$ cat src/rtl/ioctl_tx_pkg.sv
// Shared types for the ioctl download driver: transfer FSM states and well-known ioctl_index values.
package ioctl_tx_pkg;

   typedef enum logic [2:0] {
      IDLE   = 3'd0,
      SETUP  = 3'd1,
      FETCH  = 3'd2,
      WRITE  = 3'd3,
      GAP    = 3'd4,
      FINISH = 3'd5
   } tx_state_t;

   localparam logic [7:0] IDX_ROM   = 8'd0;
   localparam logic [7:0] IDX_NVRAM = 8'd4;

endpackage

$ cat src/rtl/ioctl_stream_tx.sv
// Drives the ioctl download bus from a byte stream, paced like the HPS (one strobe, then WR_GAP idle).
// Optional IOCTL_TX_CHECKSUM_EN adds checksum[7:0], the XOR of every byte strobed in the transfer.
module ioctl_stream_tx
   import ioctl_tx_pkg::*;
#(
   parameter int ADDR_W = 25,
   parameter int WR_GAP = 3
) (
   input  logic              clk_sys,
   input  logic              reset,
   input  logic              start,
   input  logic [7:0]        index,
   input  logic [ADDR_W-1:0] length,
   input  logic              abort,
   input  logic [7:0]        s_data,
   input  logic              s_valid,
   output logic              s_ready,
   output logic              busy,
   output logic              done,
   output logic              ioctl_download,
   output logic [7:0]        ioctl_index,
   output logic              ioctl_wr,
   output logic [ADDR_W-1:0] ioctl_addr,
   output logic [7:0]        ioctl_dout,
   input  logic              ioctl_wait
`ifdef IOCTL_TX_CHECKSUM_EN
   ,
   output logic [7:0]        checksum
`endif
);

   localparam int GAP_W = (WR_GAP > 0) ? $clog2(WR_GAP + 1) : 1;
   localparam logic [GAP_W-1:0] GAP_LAST = GAP_W'((WR_GAP > 0) ? WR_GAP - 1 : 0);

   tx_state_t         r_state;
   tx_state_t         w_state_next;
   logic [ADDR_W-1:0] r_len;
   logic [ADDR_W-1:0] r_cnt;
   logic [ADDR_W-1:0] r_addr;
   logic [7:0]        r_index;
   logic [7:0]        r_dout;
   logic [GAP_W-1:0]  r_gap;
   logic              r_done;
   logic [ADDR_W-1:0] w_cnt_inc;
   logic              w_gap_done;
   logic              w_take;
   logic              w_download;
   logic              w_wr;
   logic              w_s_ready;

   assign w_cnt_inc  = r_cnt + 1'b1;
   assign w_gap_done = (r_gap == GAP_LAST) && !ioctl_wait;
   // A byte is never consumed in the cycle abort is seen.
   assign w_take     = (r_state == FETCH) && s_valid && !abort;

   always_comb begin
      w_state_next = r_state;
      w_download   = 1'b0;
      w_wr         = 1'b0;
      w_s_ready    = 1'b0;
      case (r_state)
         IDLE: begin
            if (start) w_state_next = SETUP;
         end
         SETUP: begin
            w_download = 1'b1;
            if (abort || r_len == '0) w_state_next = FINISH;
            else                      w_state_next = FETCH;
         end
         FETCH: begin
            w_download = 1'b1;
            w_s_ready  = !abort;
            if (abort)        w_state_next = FINISH;
            else if (s_valid) w_state_next = WRITE;
         end
         WRITE: begin
            w_download = 1'b1;
            w_wr       = 1'b1;
            // With no pacing gap, GAP is only entered to sit out receiver backpressure.
            if (abort)                            w_state_next = FINISH;
            else if (WR_GAP == 0 && !ioctl_wait)  w_state_next = (w_cnt_inc == r_len) ? FINISH : FETCH;
            else                                  w_state_next = GAP;
         end
         GAP: begin
            w_download = 1'b1;
            if (abort)           w_state_next = FINISH;
            else if (w_gap_done) w_state_next = (r_cnt == r_len) ? FINISH : FETCH;
         end
         FINISH: begin
            w_download   = 1'b1;
            w_state_next = IDLE;
         end
         default: begin
            w_state_next = IDLE;
         end
      endcase
   end

   always_ff @(posedge clk_sys or posedge reset) begin
      if (reset) begin
         r_state <= IDLE;
         r_len   <= '0;
         r_cnt   <= '0;
         r_addr  <= '0;
         r_index <= '0;
         r_dout  <= '0;
         r_gap   <= '0;
         r_done  <= 1'b0;
`ifdef IOCTL_TX_CHECKSUM_EN
         checksum <= '0;
`endif
      end else begin
         r_state <= w_state_next;
         r_done  <= (r_state == FINISH);
         case (r_state)
            IDLE: begin
               if (start) begin
                  r_index <= index;
                  r_len   <= length;
                  r_cnt   <= '0;
                  r_addr  <= '0;
`ifdef IOCTL_TX_CHECKSUM_EN
                  checksum <= '0;
`endif
               end
            end
            FETCH: begin
               // ioctl_addr keeps the last written address after the transfer ends.
               if (w_take) begin
                  r_dout <= s_data;
                  r_addr <= r_cnt;
               end
            end
            WRITE: begin
               r_cnt <= w_cnt_inc;
               r_gap <= '0;
`ifdef IOCTL_TX_CHECKSUM_EN
               checksum <= checksum ^ r_dout;
`endif
            end
            GAP: begin
               if (r_gap != GAP_LAST) r_gap <= r_gap + 1'b1;
            end
            default: begin
            end
         endcase
      end
   end

   assign s_ready        = w_s_ready;
   assign busy           = (r_state != IDLE);
   assign done           = r_done;
   assign ioctl_download = w_download;
   assign ioctl_index    = r_index;
   assign ioctl_wr       = w_wr;
   assign ioctl_addr     = r_addr;
   assign ioctl_dout     = r_dout;

endmodule
$ cat config.mk
export PLATFORM = sky130hd
export DESIGN_NAME = ioctl_stream_tx
export DESIGN_NICKNAME = d
export VERILOG_FILES = /design/src/rtl/ioctl_tx_pkg.sv /design/src/rtl/ioctl_stream_tx.sv
export SDC_FILE = /design/constraint.sdc
export NUM_CORES = 1
export LEC_CHECK = 0
export BUFFER_PORTS_ARGS = -buffer_cell sky130_fd_sc_hd__buf_4
export CAP_MARGIN = 10
export CORE_MARGIN = 2
export CORE_UTILIZATION = 34
export DETAILED_ROUTE_END_ITERATION = 10
export PLACE_DENSITY = 0.57
export SYNTH_ARGS = -nofsm -noshare
export SYNTH_HDL_FRONTEND = slang
export SYNTH_SLANG_ARGS = --single-unit
$ cat constraint.sdc
create_clock -name clk_sys -period 4.2 [get_ports clk_sys]
set_clock_uncertainty 0.2 [all_clocks]
set_input_delay 0.63 -clock clk_sys [delete_from_list [all_inputs] [get_ports clk_sys]]
set_output_delay 0.63 -clock clk_sys [all_outputs]
set_load 0.005 [all_outputs]
# [Yosys cells after proc, flatten, opt, wreduce, memory -nomap -nowiden]
# Index checks and enable logic that the tools add are counted.
[word_totals] reg_bits=97 input_bits=47 out_inout_bits=46
[op_classes] n_addsub=2 eq_ne=13 mux=18 reduce_logical=19
[ops] op="25-bit case mux with 2 select lines" count=2
[ops] op="25-bit 2-to-1 mux" count=2
[ops] op="25-bit by 1-bit adder with 25-bit output (second input constant)" count=1
[ops] op="25-bit == test" count=1
[ops] op="25-bit zero test" count=1
[ops] op="3-bit 2-to-1 mux" count=7
[ops] op="3-bit case mux with 5 select lines" count=1
[ops] op="2-bit inequality test (second input constant)" count=4
[ops] op="2-bit AND reduction" count=4
[ops] op="3-bit by 2-bit == test with 1-bit output (second input constant)" count=2
[ops] op="3-bit == test (second input constant)" count=2
[ops] op="3-bit inequality test (second input constant)" count=2
[ops] op="3-bit AND reduction" count=2
[ops] op="2-bit nonzero test" count=3
[ops] op="5-bit OR reduction" count=1
[ops] op="1-bit 2-to-1 mux" count=4
[ops] op="2-bit case mux with 2 select lines" count=1
[ops] op="3-bit by 1-bit == test with 1-bit output (second input constant)" count=1
[ops] op="1-bit logical AND" count=3
[ops] op="3-bit zero test" count=1
[ops] op="3-bit nonzero test" count=1
[ops] op="2-bit by 1-bit adder with 2-bit output (second input constant)" count=1
[ops] op="2-bit == test (second input constant)" count=1
[ops] op="1-bit zero test" count=2
[ops] op="2 further kinds" count=2

# [Logic depth before layout (Yosys ltp)]
[logic_depth] word_depth=5 mapped_depth=9 ltp_nobuf=7

# [Worst setup path after synthesis]
# No wires, ideal clock.
[synth_timing] path_kind="register to register" from="register r_cnt[0]" to="register r_cnt[24]" setup_ps=79 arrival_ps=1727 required_time_ps=3921 path_slack_ps=2194 stages_incl_launch_ff=8 n_path_buf=1 period_less_slack_ps=2006 path_cell_list="dfrtp_1 -> ha_1 -> and3_4 -> nand3_4 -> or2_0 -> buf_6 -> nor4_4 -> mux2i_1"
[synth_via] elab_chain_len=2
[synth_rtl] element="from (decl)" line="ioctl_stream_tx.sv:38" text="logic [ADDR_W-1:0] r_cnt;"
[synth_rtl] element="from (signal assigned)" line="ioctl_stream_tx.sv:135" text="r_cnt <= w_cnt_inc;"
[synth_rtl] element="25-bit by 1-bit adder with 25-bit output" line="ioctl_stream_tx.sv:51" text="assign w_cnt_inc = r_cnt + 1'b1;"
[synth_rtl] element="25-bit case mux with 2 select lines" line="ioctl_stream_tx.sv:115" text="case (r_state)"
# No other way between the ends.
# A chain may end at the register's enable or synchronous reset.

# [Final worst setup path]
[layout_timing] from="register r_state[1]" to="register r_addr[20], in the netlist ioctl_addr[20]"
[layout_via] elab_chain_len=5 elab_cells_between_ends=9
[layout_rtl] element="from (decl)" line="ioctl_stream_tx.sv:35" text="tx_state_t r_state;"
[layout_rtl] element="from (signal assigned)" line="ioctl_stream_tx.sv:113" text="r_state <= w_state_next;"
[layout_rtl] element="3-bit by 2-bit == test with 1-bit output" line="ioctl_stream_tx.sv:54, ioctl_stream_tx.sv:115"
[layout_rtl] element="1-bit logical AND (2 in a row)" line="ioctl_stream_tx.sv:54" text="assign w_take = (r_state == FETCH) && s_valid && !abort;"
[layout_rtl] element="2-bit inequality test (no source line)"
[layout_rtl] element="3-bit AND reduction (no source line)"
[layout_rtl] element="to (signal assigned)" line="ioctl_stream_tx.sv:131" text="r_addr <= r_cnt;"
[layout_rtl] element="to (decl)" line="ioctl_stream_tx.sv:39" text="logic [ADDR_W-1:0] r_addr;"
# Several ways; a longest one is shown, not always the timed one.

==> run metrics <==
synth top area cells=dfrtp_1, mux2_2, nand2_1, nand3_1, xnor2_1; routed len/inst=15.2 um; root buf cell=clkbuf_16; worst r2r src=r_state[1]$_DFFE_PP0P_; H-tree depth=3; via count=3383; Overall Global Routing Usage=0.156; headroom to the max-slew limit=0.376; Final Setup Violations=0; antenna-violating nets left=0; syn avg cell area=10.9 sq um; initial antenna violation count=0; post-cts sizing count=0; CTS tree=built; cell area after layout=5730 sq um; worst slew pin tran=0.937 ns; RSZ-0062 raised after global routing=no; die area=14600 sq um; Chip Width=121 um; min Tclk post-route=2.49 ns; Reg clk slew, reported paths=0.06 ns; Iter 0 DRT Violations=164; CTS Sinks=97; XOR/XNOR Fraction of Synth Area=0.0511; clk_lat worst skew=0.35 ns; R2R depth=5; Overflow after GRT=0; placed inst area=5420 sq um; Peak VDD IR=0.000298 V; FF-to-FF setup slack=1.71 ns; post-synth top area share=0.525; Die Span Y=121 um; WL final=10500 um; Net Count, Synth=474; Worst setup EP type=flop; DRC viols=0; share of cells above drive strength 1=0.322; pwr/cell area=562 nW/um^2; status=completed; Area Overhead vs Synth=23.8%; Crit Path Class=flop to flop; Pleak=2.68 nW; largest net degree at the start of global routing=78; Final Wtd Congestion=0.849; Hold Crit Class=flop to flop; initial core utilization=0.349; TNS Setup=0 ns; antenna cell count=0; Post-Synth Simple-Gate Area=0.198; Max Clk Rate=401 MHz; clk buf depth=2; Setup Fix Bufs, Post-CTS=0; CTS Buf Count=9; max-slew violation count=0; Initial DRT Pass Iterations=4; Detailed Place HPWL=7720 um; I/O pins=93; hold path cells=2; largest family of logic cells by synthesized area=simple AND/OR/NAND/NOR gates; Post-synth EDFFs=0; fillcell total=1298; Compound-Gate Fraction of Synth Area=0.0639; r2r endpoint=ioctl_addr[20]$_DFFE_PP0P_; Finished Core Util=0.432; Total Nets Final=554; YS warnings=0; crit path DAT=2.54 ns; Synth area leader=dfrtp_1; Core Area=13200 sq um; sequential area share after synthesis=0.525; CP endpoint=ioctl_addr[20]$_DFFE_PP0P_; Critical Path Slowest Stage Cell=dfrtp_1; ys async rst share=1.00; most common library cells after synthesis=dfrtp_1, nand2_1, mux2_2; vias in the first global route=3420; vias per inst=4.93; max incr delay on CP=0.65 ns; Most used DFF post-synth=dfrtp_1; Hold-fix buffers, CTS=0; Port Buffers=92; multi-input combinational cell area=2030 sq um; critical-path cell list=nor3b_4 > buf_4 > nand3b_4 > and2_1 > o31ai_1; Cell variety after synth=47; worst path required time=4.25 ns; Period Utilization, post-route=0.594; top-count cell post-synth=dfrtp_1; peak fanout along the critical path=26; final hold vios=0; number of synthesized register bits=97; post-synthesis mux area share=0.119; Storage cell area=2430 sq um; Core Rows=42; adder-cell share of the synthesized area=0.00541; first-pass GRT wire length=17900 um; cells after synthesis=425; max_cap viols=0; CP startpoint=r_state[1]$_DFFE_PP0P_; synthesized cell area=4620 sq um; Critical Path Source Type=flop
[how the worst min path moves through the flow]
stage	slack, ns	from	to
2_1_floorplan	0.26	ioctl_addr[21]$_DFFE_PP0P_	ioctl_addr[21]$_DFFE_PP0P_
3_3_place_gp	0.26	ioctl_addr[10]$_DFFE_PP0P_	ioctl_addr[10]$_DFFE_PP0P_
3_5_place_dp	0.26	ioctl_addr[21]$_DFFE_PP0P_	ioctl_addr[21]$_DFFE_PP0P_
4_1_cts	0.27	ioctl_addr[23]$_DFFE_PP0P_	ioctl_addr[23]$_DFFE_PP0P_
5_1_grt	0.30	index[4]	ioctl_index[4]$_DFFE_PP0P_
6_report	0.26	ioctl_addr[23]$_DFFE_PP0P_	ioctl_addr[23]$_DFFE_PP0P_
[report_power, final]
group / switching [mW] / total [mW] / internal, mW
clock network: 0.350 / 0.845 / 0.494
registers: 0.234 / 1.40 / 1.17
logic: 0.439 / 0.970 / 0.531
total: 1.02 / 3.22 / 2.19
[flip-flops by register name (all words and copies together), names as in the netlist]
| register | count |
|---|---|
| done | 1 |
| ioctl_addr | 25 |
| ioctl_dout | 8 |
| ioctl_index | 8 |
| r_cnt | 25 |
| r_gap | 2 |
| r_len | 25 |
| r_state | 3 |
[layout by cell type, fill, tap and decap left out, types with 4 or more instances in the layout]
master	n
dfrtp_1	97
buf_4	95
nand2_1	74
mux2_2	41
nand3_1	37
xnor2_1	21
o21ai_0	13
nor2_1	11
o31ai_1	10
mux2i_1	9
clkbuf_16	9
nand4_1	8
a21oi_1	7
o211ai_1	7
nor3_1	6
nor4_1	6
xor2_1	6
nand2b_1	4
[routing by layer]
layer | GRT usage | wire length (um) | share of wire | vias up
met5 | 0 | 0 | 0 | -
met4 | 0.0654 | 235 | 0.022 | 0
met1 | 0.217 | 5040 | 0.48 | 1618
met2 | 0.228 | 4510 | 0.43 | 98
met3 | 0.0453 | 669 | 0.064 | 16
li1 | - | - | - | 1651
[worst max-delay path, delay by kind of cell, from the launching register on]
kind | cells | cell delay (ns)
DFF | 1 | 0.65
and+or+nand+nor | 3 | 0.94
AOI/OAI and AO/OA | 1 | 0.30
buffers and inverters | 1 | 0.29
[per-stage QoR]
| stage | hold WS (ns) | worst slack, ns | std cells | power (mW) |
|---|---|---|---|---|
| 6_report | 0.265 | 1.71 | 686 | 3.22 |
| 5_1_grt | 0.295 | 1.48 | 686 | 3.44 |
| 4_1_cts | 0.273 | 1.70 | 686 | 3.27 |
| 3_5_place_dp | 0.258 | 1.71 | 670 | 2.40 |
| 3_3_place_gp | 0.264 | 1.78 | 670 | 2.37 |
| 2_1_floorplan | 0.262 | 0.836 | 425 | 2.07 |
[kinds of logic after synthesis]
| family | after synthesis |
|---|---|
| DFF | 97 |
| muxes | 50 |
| and+or+nand+nor | 172 |
| buffers and inverters | 32 |
| AOI/OAI and AO/OA | 45 |
| xor gates and xnor gates | 27 |
| adders and majority gates | 2 |
[layout make-up]
type                            count  area share
Clock buffer                       12      0.0448
Clock inverter                      4     0.00896
Inverter                            6     0.00546
Multi-Input combinational cell    296       0.354
Sequential cell                    97       0.424
Tap cell                          176      0.0385
Timing Repair Buffer               95       0.125
Power figures use the tool's default switching activity.
